### src/rtl/arm_pkg.sv
// rtl/arm_pkg.sv - shared types and constants for the ARM pipeline execute stage
//
// Contents:
//   NFLAGS          width of the architectural flag vector {N,Z,C,V}
//   FLAG_N..FLAG_V  bit positions inside the flag vector
//   cond_t          4-bit ARM condition field encodings
//   ectrl_t         control fields held in the E pipeline register

package arm_pkg;

    localparam int NFLAGS = 4;

    localparam int FLAG_N = 3;
    localparam int FLAG_Z = 2;
    localparam int FLAG_C = 1;
    localparam int FLAG_V = 0;

    typedef enum logic [3:0] {
        COND_EQ = 4'b0000,
        COND_NE = 4'b0001,
        COND_CS = 4'b0010,
        COND_CC = 4'b0011,
        COND_MI = 4'b0100,
        COND_PL = 4'b0101,
        COND_VS = 4'b0110,
        COND_VC = 4'b0111,
        COND_HI = 4'b1000,
        COND_LS = 4'b1001,
        COND_GE = 4'b1010,
        COND_LT = 4'b1011,
        COND_GT = 4'b1100,
        COND_LE = 4'b1101,
        COND_AL = 4'b1110,
        COND_NV = 4'b1111
    } cond_t;

    typedef struct packed {
        cond_t      cond;
        logic [1:0] flag_w;
        logic       pcs;
        logic       reg_w;
        logic       mem_w;
        logic       mem_to_reg;
        logic       alu_src_a;
        logic       alu_src_b;
        logic [2:0] alu_control;
    } ectrl_t;

endpackage

### src/rtl/cond_check.sv
// rtl/cond_check.sv - combinational ARM condition-code evaluator
//
// Ports:
//   cond   in  cond_t        condition field of the instruction
//   nzcv   in  [NFLAGS-1:0]  flag vector {N,Z,C,V}
//   pass   out 1             condition satisfied

module cond_check
    import arm_pkg::*;
(
    input  cond_t              cond,
    input  logic [NFLAGS-1:0]  nzcv,
    output logic               pass
);

    logic n_f;
    logic z_f;
    logic c_f;
    logic v_f;
    logic ge_f;

    always_comb begin
        n_f  = nzcv[FLAG_N];
        z_f  = nzcv[FLAG_Z];
        c_f  = nzcv[FLAG_C];
        v_f  = nzcv[FLAG_V];
        ge_f = (n_f == v_f);
    end

    always_comb begin
        pass = 1'b0;
        case (cond)
            COND_EQ: pass = z_f;
            COND_NE: pass = ~z_f;
            COND_CS: pass = c_f;
            COND_CC: pass = ~c_f;
            COND_MI: pass = n_f;
            COND_PL: pass = ~n_f;
            COND_VS: pass = v_f;
            COND_VC: pass = ~v_f;
            COND_HI: pass = c_f & ~z_f;
            COND_LS: pass = ~c_f | z_f;
            COND_GE: pass = ge_f;
            COND_LT: pass = ~ge_f;
            COND_GT: pass = ~z_f & ge_f;
            COND_LE: pass = z_f | ~ge_f;
            COND_AL: pass = 1'b1;
            // NV never executes.
            COND_NV: pass = 1'b0;
            default: pass = 1'b0;
        endcase
    end

endmodule

### src/rtl/cond_exec_stage.sv
// rtl/cond_exec_stage.sv - E-stage control register, condition gating and NZCV register
//
// Ports:
//   clk          in  1  rising-edge clock
//   reset        in  1  asynchronous active-low reset
//   CondD        in  4  condition field of the instruction in D
//   FlagWD       in  2  flag write enables, [1] N,Z  [0] C,V
//   PCSD, RegWD, MemWD, MemtoRegD, ALUSrcAD, ALUSrcBD  in 1 each  decoder controls
//   ALUControlD  in  3  ALU operation
//   StallE       in  1  hold the E register
//   FlushE       in  1  load a bubble into E (wins over StallE)
//   ALUFlags     in  4  {N,Z,C,V} from the ALU for the instruction in E
//   ALUControlE  out 3  registered ALU operation
//   ALUSrcAE, ALUSrcBE, MemtoRegE  out 1 each  registered controls
//   CondExE      out 1  condition passed for the instruction in E
//   PCSrcE, RegWriteE, MemWriteE   out 1 each  condition/stall gated controls
//   Flags        out 4  architectural {N,Z,C,V}

module cond_exec_stage
    import arm_pkg::*;
(
    input  logic              clk,
    input  logic              reset,
    input  logic [3:0]        CondD,
    input  logic [1:0]        FlagWD,
    input  logic              PCSD,
    input  logic              RegWD,
    input  logic              MemWD,
    input  logic              MemtoRegD,
    input  logic              ALUSrcAD,
    input  logic              ALUSrcBD,
    input  logic [2:0]        ALUControlD,
    input  logic              StallE,
    input  logic              FlushE,
    input  logic [NFLAGS-1:0] ALUFlags,
    output logic [2:0]        ALUControlE,
    output logic              ALUSrcAE,
    output logic              ALUSrcBE,
    output logic              MemtoRegE,
    output logic              CondExE,
    output logic              PCSrcE,
    output logic              RegWriteE,
    output logic              MemWriteE,
    output logic [NFLAGS-1:0] Flags
);

    ectrl_t            ctrl_in;
    ectrl_t            e_d;
    ectrl_t            e_q;
    logic [NFLAGS-1:0] flags_d;
    logic [NFLAGS-1:0] flags_q;
    logic              cond_pass;
    logic              go;

    always_comb begin
        ctrl_in             = '0;
        ctrl_in.cond        = cond_t'(CondD);
        ctrl_in.flag_w      = FlagWD;
        ctrl_in.pcs         = PCSD;
        ctrl_in.reg_w       = RegWD;
        ctrl_in.mem_w       = MemWD;
        ctrl_in.mem_to_reg  = MemtoRegD;
        ctrl_in.alu_src_a   = ALUSrcAD;
        ctrl_in.alu_src_b   = ALUSrcBD;
        ctrl_in.alu_control = ALUControlD;
    end

    // A bubble is all-zero: Cond=EQ may pass, but every write control is 0.
    always_comb begin
        e_d = e_q;
        if (FlushE) begin
            e_d = '0;
        end else if (!StallE) begin
            e_d = ctrl_in;
        end
    end

    cond_check u_cond_check (
        .cond (e_q.cond),
        .nzcv (flags_q),
        .pass (cond_pass)
    );

    // While stalled the same instruction is re-presented next cycle, so its
    // side effects are held off until the cycle it actually leaves E.
    always_comb begin
        go = cond_pass & ~StallE;
    end

    // N,Z and C,V are independent write groups; unwritten flags hold.
    always_comb begin
        flags_d = flags_q;
        if (go) begin
            if (e_q.flag_w[1]) begin
                flags_d[FLAG_N] = ALUFlags[FLAG_N];
                flags_d[FLAG_Z] = ALUFlags[FLAG_Z];
            end
            if (e_q.flag_w[0]) begin
                flags_d[FLAG_C] = ALUFlags[FLAG_C];
                flags_d[FLAG_V] = ALUFlags[FLAG_V];
            end
        end
    end

    always_ff @(posedge clk or negedge reset) begin
        if (!reset) begin
            e_q     <= '0;
            flags_q <= '0;
        end else begin
            e_q     <= e_d;
            flags_q <= flags_d;
        end
    end

    always_comb begin
        ALUControlE = e_q.alu_control;
        ALUSrcAE    = e_q.alu_src_a;
        ALUSrcBE    = e_q.alu_src_b;
        MemtoRegE   = e_q.mem_to_reg;
        CondExE     = cond_pass;
        PCSrcE      = e_q.pcs & go;
        RegWriteE   = e_q.reg_w & go;
        MemWriteE   = e_q.mem_w & go;
        Flags       = flags_q;
    end

endmodule

### config.mk
export PLATFORM = sky130hd
export DESIGN_NAME = cond_exec_stage
export DESIGN_NICKNAME = d
export VERILOG_FILES = /design/src/rtl/arm_pkg.sv /design/src/rtl/cond_check.sv /design/src/rtl/cond_exec_stage.sv
export SDC_FILE = /design/constraint.sdc
export NUM_CORES = 1
export LEC_CHECK = 0
export ABC_AREA = 1
export ABC_CLOCK_PERIOD_IN_PS = 2200
export BUFFER_PORTS_ARGS = -buffer_cell sky130_fd_sc_hd__buf_2
export CORE_MARGIN = 10
export CORE_UTILIZATION = 50
export DETAILED_ROUTE_END_ITERATION = 8
export HOLD_SLACK_MARGIN = 0.05
export PLACE_DENSITY = 0.79
export SETUP_SLACK_MARGIN = 0.5
export SYNTH_ARGS = -nofsm -noshare
export SYNTH_HDL_FRONTEND = slang
export SYNTH_SLANG_ARGS = --single-unit
### constraint.sdc
create_clock -name clk -period 2.2 [get_ports clk]
set_clock_uncertainty 0.15 [all_clocks]
set_input_delay 0.11 -clock clk [delete_from_list [all_inputs] [get_ports clk]]
set_output_delay 0.11 -clock clk [all_outputs]
set_load 0.02 [all_outputs]
Yosys cells after proc, flatten, opt, wreduce, memory -nomap -nowiden
Index checks and enable logic that the tools add are counted.
{ "word_totals": {"input_bits": 23, "out_inout_bits": 14, "word_cells": 48, "regBits": 19} }
{ "op_classes": {"bitwise": 14, "muxes": 3, "reduce_logical": 3, "eq_ne": 17} }
{ "op_table": {"columns": ["cell", "count"], "rows": [
  ["$eq 4x4->1 const B", 8],
  ["$mux 15", 2],
  ["$eq 4x3->1 const B", 4],
  ["$pmux 1 s16", 1],
  ["$eq 4x2->1 const B", 2],
  ["$and 1x1->1", 6],
  ["$not 1->1", 6],
  ["$eq 4x1->1 const B", 1],
  ["$logic_not 4->1", 1],
  ["$reduce_and 2->1", 2],
  ["$ne 2x1->1 const B", 1],
  ["$or 1x1->1", 2],
  ["$eq 1x1->1", 1]
]} }

Depth between registers and ports, before layout
{ "logic_depth": {"depth_word": 6, "ltp_mapped": 13, "mapped_depth_nobuf": 13} }

By module
Synthesis repeated with hierarchy kept, for this count alone.
{ "unflattened": {"cells_unflattened": 137, "hier_area_um2": 1029.7} }
{ "modules_own_cells": {"columns": ["mod", "seq_area_each_um2", "area_each_um2", "instances", "cells_per_inst"], "rows": [
  ["cond_exec_stage", 475.5, 824.5, 1, 92],
  ["cond_check", 0.0, 205.2, 1, 45]
]} }

Least setup slack after synthesis
Ideal clock, no wire load.
{ "synth_timing": {"path_type": "reg2out", "start": "register flags_q[3] (netlist: Flags[3])", "end": "output port MemWriteE", "n_path_buf": 0, "path_stages_with_launch": 11, "required_ns": 1.940, "t_arrival_ns": 1.533, "setup_slack_ns": 0.407, "cell_sequence": "dfrtp_1 -> inv_1 -> nand2_1 -> nand2_1 -> o21ai_1 -> nand2_1 -> nand3_2 -> nand2_2 -> nand3_4 -> nand2_2 -> nor2_1"} }
{ "synth_via": {"elab_chain_cells": 6, "elab_cells_between_ends": 8, "classes_between": "1 x eq/ne; 1 x mux; 6 x bitwise"} }
{ "synth_rtl": {"columns": ["item", "line_no", "rtl"], "rows": [
  ["start: declaration", "cond_exec_stage.sv:51", "logic [NFLAGS-1:0] flags_q;"],
  ["start signal: assignment", "cond_exec_stage.sv:111", "flags_q <= flags_d;"],
  ["$eq 1x1->1", "cond_check.sv:27", "ge_f = (n_f == v_f);"],
  ["$not 1->1", "cond_check.sv:44, cond_check.sv:46", null],
  ["$or 1x1->1", "cond_check.sv:46", "COND_LE: pass = z_f | ~ge_f;"],
  ["$pmux 1 s16 *", "cond_check.sv:32", "case (cond)"],
  ["net CondExE", "cond_exec_stage.sv:40", "output logic CondExE,"],
  ["$and 1x1->1 *", "cond_exec_stage.sv:87", "go = cond_pass & ~StallE;"],
  ["$and 1x1->1 *", "cond_exec_stage.sv:123", "MemWriteE = e_q.mem_w & go;"],
  ["end: declaration", "cond_exec_stage.sv:43", "output logic MemWriteE,"]
]} }
Mark *: on every way through the listed nets, which the timed path passes. The rest lies on a longest branch.

Worst setup path in the final report
{ "layout_timing": {"start": "register e_q[12] in the netlist's numbering", "end": "output port RegWriteE"} }
{ "layout_via": {"elab_chain_cells": 4, "elab_cells_between_ends": 19, "classes_between": "15 x eq/ne; 1 x mux; 2 x bitwise; 1 x reduce/logical"} }
{ "layout_rtl": {"columns": ["item", "line_no", "rtl"], "rows": [
  ["start: declaration", "cond_exec_stage.sv:49", "ectrl_t e_q;"],
  ["start signal: assignment", "cond_exec_stage.sv:107", "e_q <= '0;"],
  ["start signal: assignment", "cond_exec_stage.sv:110", "e_q <= e_d;"],
  ["$eq 4x4->1, or another cell as far along", "cond_check.sv:32", null],
  ["$pmux 1 s16 *", "cond_check.sv:32", null],
  ["$and 1x1->1 *", "cond_exec_stage.sv:87", null],
  ["$and 1x1->1 *", "cond_exec_stage.sv:122", "RegWriteE = e_q.reg_w & go;"],
  ["end: declaration", "cond_exec_stage.sv:42", "output logic RegWriteE,"]
]} }
Mark *: on every way between the ends. The rest lies on a longest branch, timed or not.

==> run summary <==
## Detailed routing
* **1st-iter DRT viols** 198
* **post-detailed-route DRC marker count** 0
* **mean routed wirelength per cell** 21.5 um
* **Routed Antenna Nets** 0
* **post-DR vias/cell** 6.12
* **final wirelength** 5000 um
* **vias** 1,427
* **drt first pass iters** 5

## Worst setup path
* **slowest stage cell, crit path** sky130_fd_sc_hd__dfrtp_2
* **cell-by-cell trace of the critical path** nor2_4 -> nand3_1 -> nand2_1 -> inv_1 -> nand2_1 -> nand2_1 -> nand3_2 -> nand2_2 -> nand3_4 -> nand2_4 -> nor2_2 -> buf_6
* **nature of the critical path endpoint** output pin
* **Reg2Reg Setup Slack** 200 ps
* **critical path class** reg -> out
* **Critical path buffers and inverters** 2
* **CP top delay family** simple AND/OR/NAND/NOR gates
* **WP data arrival** 1900 ps
* **required time of the critical path** 1940 ps
* **source of the worst register-to-register timing path** e_q[12]
* **element type at the critical path start** flop
* **cell with the most instances on the worst path** sky130_fd_sc_hd__nand2_1
* **critical path fanouts, max** 6
* **largest stage delay on the critical path** 520 ps
* **launching instance or port of the critical path** e_q[12]

## Finish
* **Area growth syn-to-layout** 62.8%
* **Filler cells** 110
* **layout cells sized above 1** 34.0%
* **post-layout net count** 230
* **number of antenna cells inserted** 0
* **fraction of the core area covered by cells at the end of the flow** 86.1%
* **post-route design area** 0.00169 mm^2

## Clock tree
* **CTS tree** built
* **clock buffer depth** 2
* **CTS clk-pin slew, worst paths** 110 ps
* **number of levels the H-tree was split into** 1
* **# clock sinks** 19
* **clock insertion delay at the later pin of the skew report** 310 ps
* **CTS Root Buffer Type** sky130_fd_sc_hd__clkbuf_4
* **CTS buffer count** 3

## STA
* **final setup margin** 36.7 ps
* **final setup violation count** 0
* **unrepaired setup endpoints after global routing** true
* **maximum clock frequency** 462 MHz
* **slew at the pin closest to its max-slew limit** 431 ps
* **worst rel slew slack** 71.3%
* **Period Utilization, post-route** 98.3%
* **final period demand of the worst path** 2160 ps
* **number of max-slew violations in the final report** 0
* **Hold Violations, Final** 0
* **Sum Neg Setup Slack** 0 ps

## Run
* **number of maximum-capacitance constraint violations** 0

## Global routing
* **met3 routing resource usage after global routing** 3.73%
* **routing usage on met2** 31.0%
* **met1 Usage GRT** 17.0%
* **initial antenna violation count** 0
* **total overflow reported by the global router** 0
* **total routing resource utilization after global routing** 16.5%
* **number of global-route vias before repair** 1,287
* **first-pass GRT wire length** 5750 um
* **global-route layer with the greatest usage** met2
* **maximum number of pins on one net before global-route repair** 20

## Placed design
* **Placer Congestion** 0.870
* **quantity of I/O buffers inserted on ports** 36
* **Cell Area, Placed** 0.00123 mm^2
* **estimated wirelength of the detail-placed design** 2030 um
* **Post-Place Setup Slack** 389 ps

## Pwr
* **IR Drop Worst-Case VDD** 0.628 mV
* **switching power summed over all nets** 0.000632 W
* **clock power share** 13.1%
* **sequential share of power** 33.9%
* **Int Pwr** 0.000788 W
* **standby leakage power** 0.877 nW
* **total power consumption of the routed design** 0.00142 W
* **power per cell area** 840 mW/mm^2
* **net switching fraction of the power** 44.5%
* **power share of the combinational group** 53.0%

## Yosys
* **top post-synthesis cells by area** sky130_fd_sc_hd__dfrtp_1 (46%), sky130_fd_sc_hd__nand2_1 (14%), sky130_fd_sc_hd__nand3_1 (9.7%)
* **distinct cell type count after synthesis** 18
* **number of register bits inferred by synthesis** 19
* **number of instances in the synthesized netlist** 135
* **total of warnings raised by yosys** 0
* **syn nets** 158
* **share of synthesized area occupied by flip-flops and latches** 45.8%
* **syn_area_per_cell** 7.68 um^2
* **area share of the largest cell type after synthesis** 45.8%
* **cell taking the most area after synthesis** sky130_fd_sc_hd__dfrtp_1
* **Mapped Area** 0.00104 mm^2

## Floorplan
* **# IOs** 37
* **Die ar.** 0.00430 mm^2
* **Floorplan Core Area** 0.00196 mm^2
* **initial core utilization** 52.9%
* **height of the die** 65.5 um
* **DIE WIDTH** 65.5 um
* **count of standard-cell rows** 16

## Hold path
* **kind of path behind the tightest hold check** in -> async

## Status
* **status** finished clean

[cells in the final DEF, fill, tap and decap left out, drive strengths merged]
master	Yosys	final
dlygate4sd3	0	30
nor2	8	8
buf	4	44
clkbuf	3	4
nand4	4	4
o211ai	2	2
a21oi	7	7
dfrtp	19	19
inv	13	13
o21ai	8	8
nand2	43	43
nand3	24	24
[area by class of cell]
class	instances	area, um^2	area share [%]
Clock buffer	4	26.3	1.56
Inverter	13	48.8	2.89
Timing Repair Buffer	74	569	33.7
Tap cell	27	33.8	2.00
Sequential cell	19	479	28.4
Multi-Input combinational cell	96	532	31.5
[flip-flops by register name, summed over array words and instances (netlist names)]
name / flops
ALUSrcBE: 1
MemtoRegE: 1
ALUControlE: 3
Flags: 4
ALUSrcAE: 1
e_q: 9
[synth_stat cells]
cell and number:
sky130_fd_sc_hd__nand2_1 40, sky130_fd_sc_hd__dfrtp_1 19, sky130_fd_sc_hd__nand3_1 20, sky130_fd_sc_hd__o211ai_2 1
sky130_fd_sc_hd__a21oi_1 7, sky130_fd_sc_hd__o21ai_0 7, sky130_fd_sc_hd__nand3_4 1, sky130_fd_sc_hd__nand3_2 3
sky130_fd_sc_hd__o21ai_1 1, sky130_fd_sc_hd__nand2_2 3, sky130_fd_sc_hd__buf_2 1, sky130_fd_sc_hd__nor2_2 3
sky130_fd_sc_hd__buf_4 3, sky130_fd_sc_hd__inv_1 13, sky130_fd_sc_hd__nor2_1 5, sky130_fd_sc_hd__clkbuf_1 3
sky130_fd_sc_hd__nand4_1 4, sky130_fd_sc_hd__o211ai_1 1
[timing repair]
| action | in CTS | in global routing |
|---|---|---|
| gates cloned | 0 | 0 |
| pin swaps | 2 | 1 |
| setup endpoints to repair | 4 | 8 |
| hold endpoints to repair | 38 | 0 |
| hold buffers | 30 | 0 |
| setup buffers | 2 | 5 |
| resized for setup | 9 | 15 |
[worst paths after layout]
path | cells past startpoint | endpoint
max in group asynchronous | 2 | Flags[3]
min in group clk | 3 | e_q[8]
min reg2reg | 2 | Flags[3]
max reg2reg | 10 | Flags[1]
min | 2 | e_q[6]
max | 12 | RegWriteE
[worst reg2reg max path, delay by kind of cell (launching register included)]
kind	cells	cell delay (ps)
DFF	1	520
AOI/OAI and AO/OA	1	190
buffers and inverters	3	350
and+or+nand+nor	6	680
[stage by stage]
step | instances | hold WS, ps
2_1_floorplan | 135 | -336
4_1_cts | 228 | 130
5_1_grt | 233 | 155
3_5_place_dp | 192 | -83.0
3_3_place_gp | 192 | -85.1
6_report | 233 | 104
[power groups by stage]
stage                     clock network [W]  logic (W)  registers (W)
after CTS                          0.000175   0.000569       0.000469
after global placement                    0   0.000477       0.000470
after floorplan                           0   0.000310       0.000509
final                              0.000186   0.000752       0.000481
after detailed placement                  0   0.000497       0.000473
after global routing               0.000195   0.000815       0.000485
[metal layers]
layer | share of wire, % | vias up
met4 | 9.7 | 0
met5 | 0 | -
met1 | 29 | 633
li1 | - | 579
met3 | 12 | 58
met2 | 49 | 157
[cells by family after synthesis]
family / share of synthesized area (%)
flops: 45.8
compound gates: 9.17
buf+inv: 8.44
simple gates: 36.6
(Power assumes the default switching activity.)
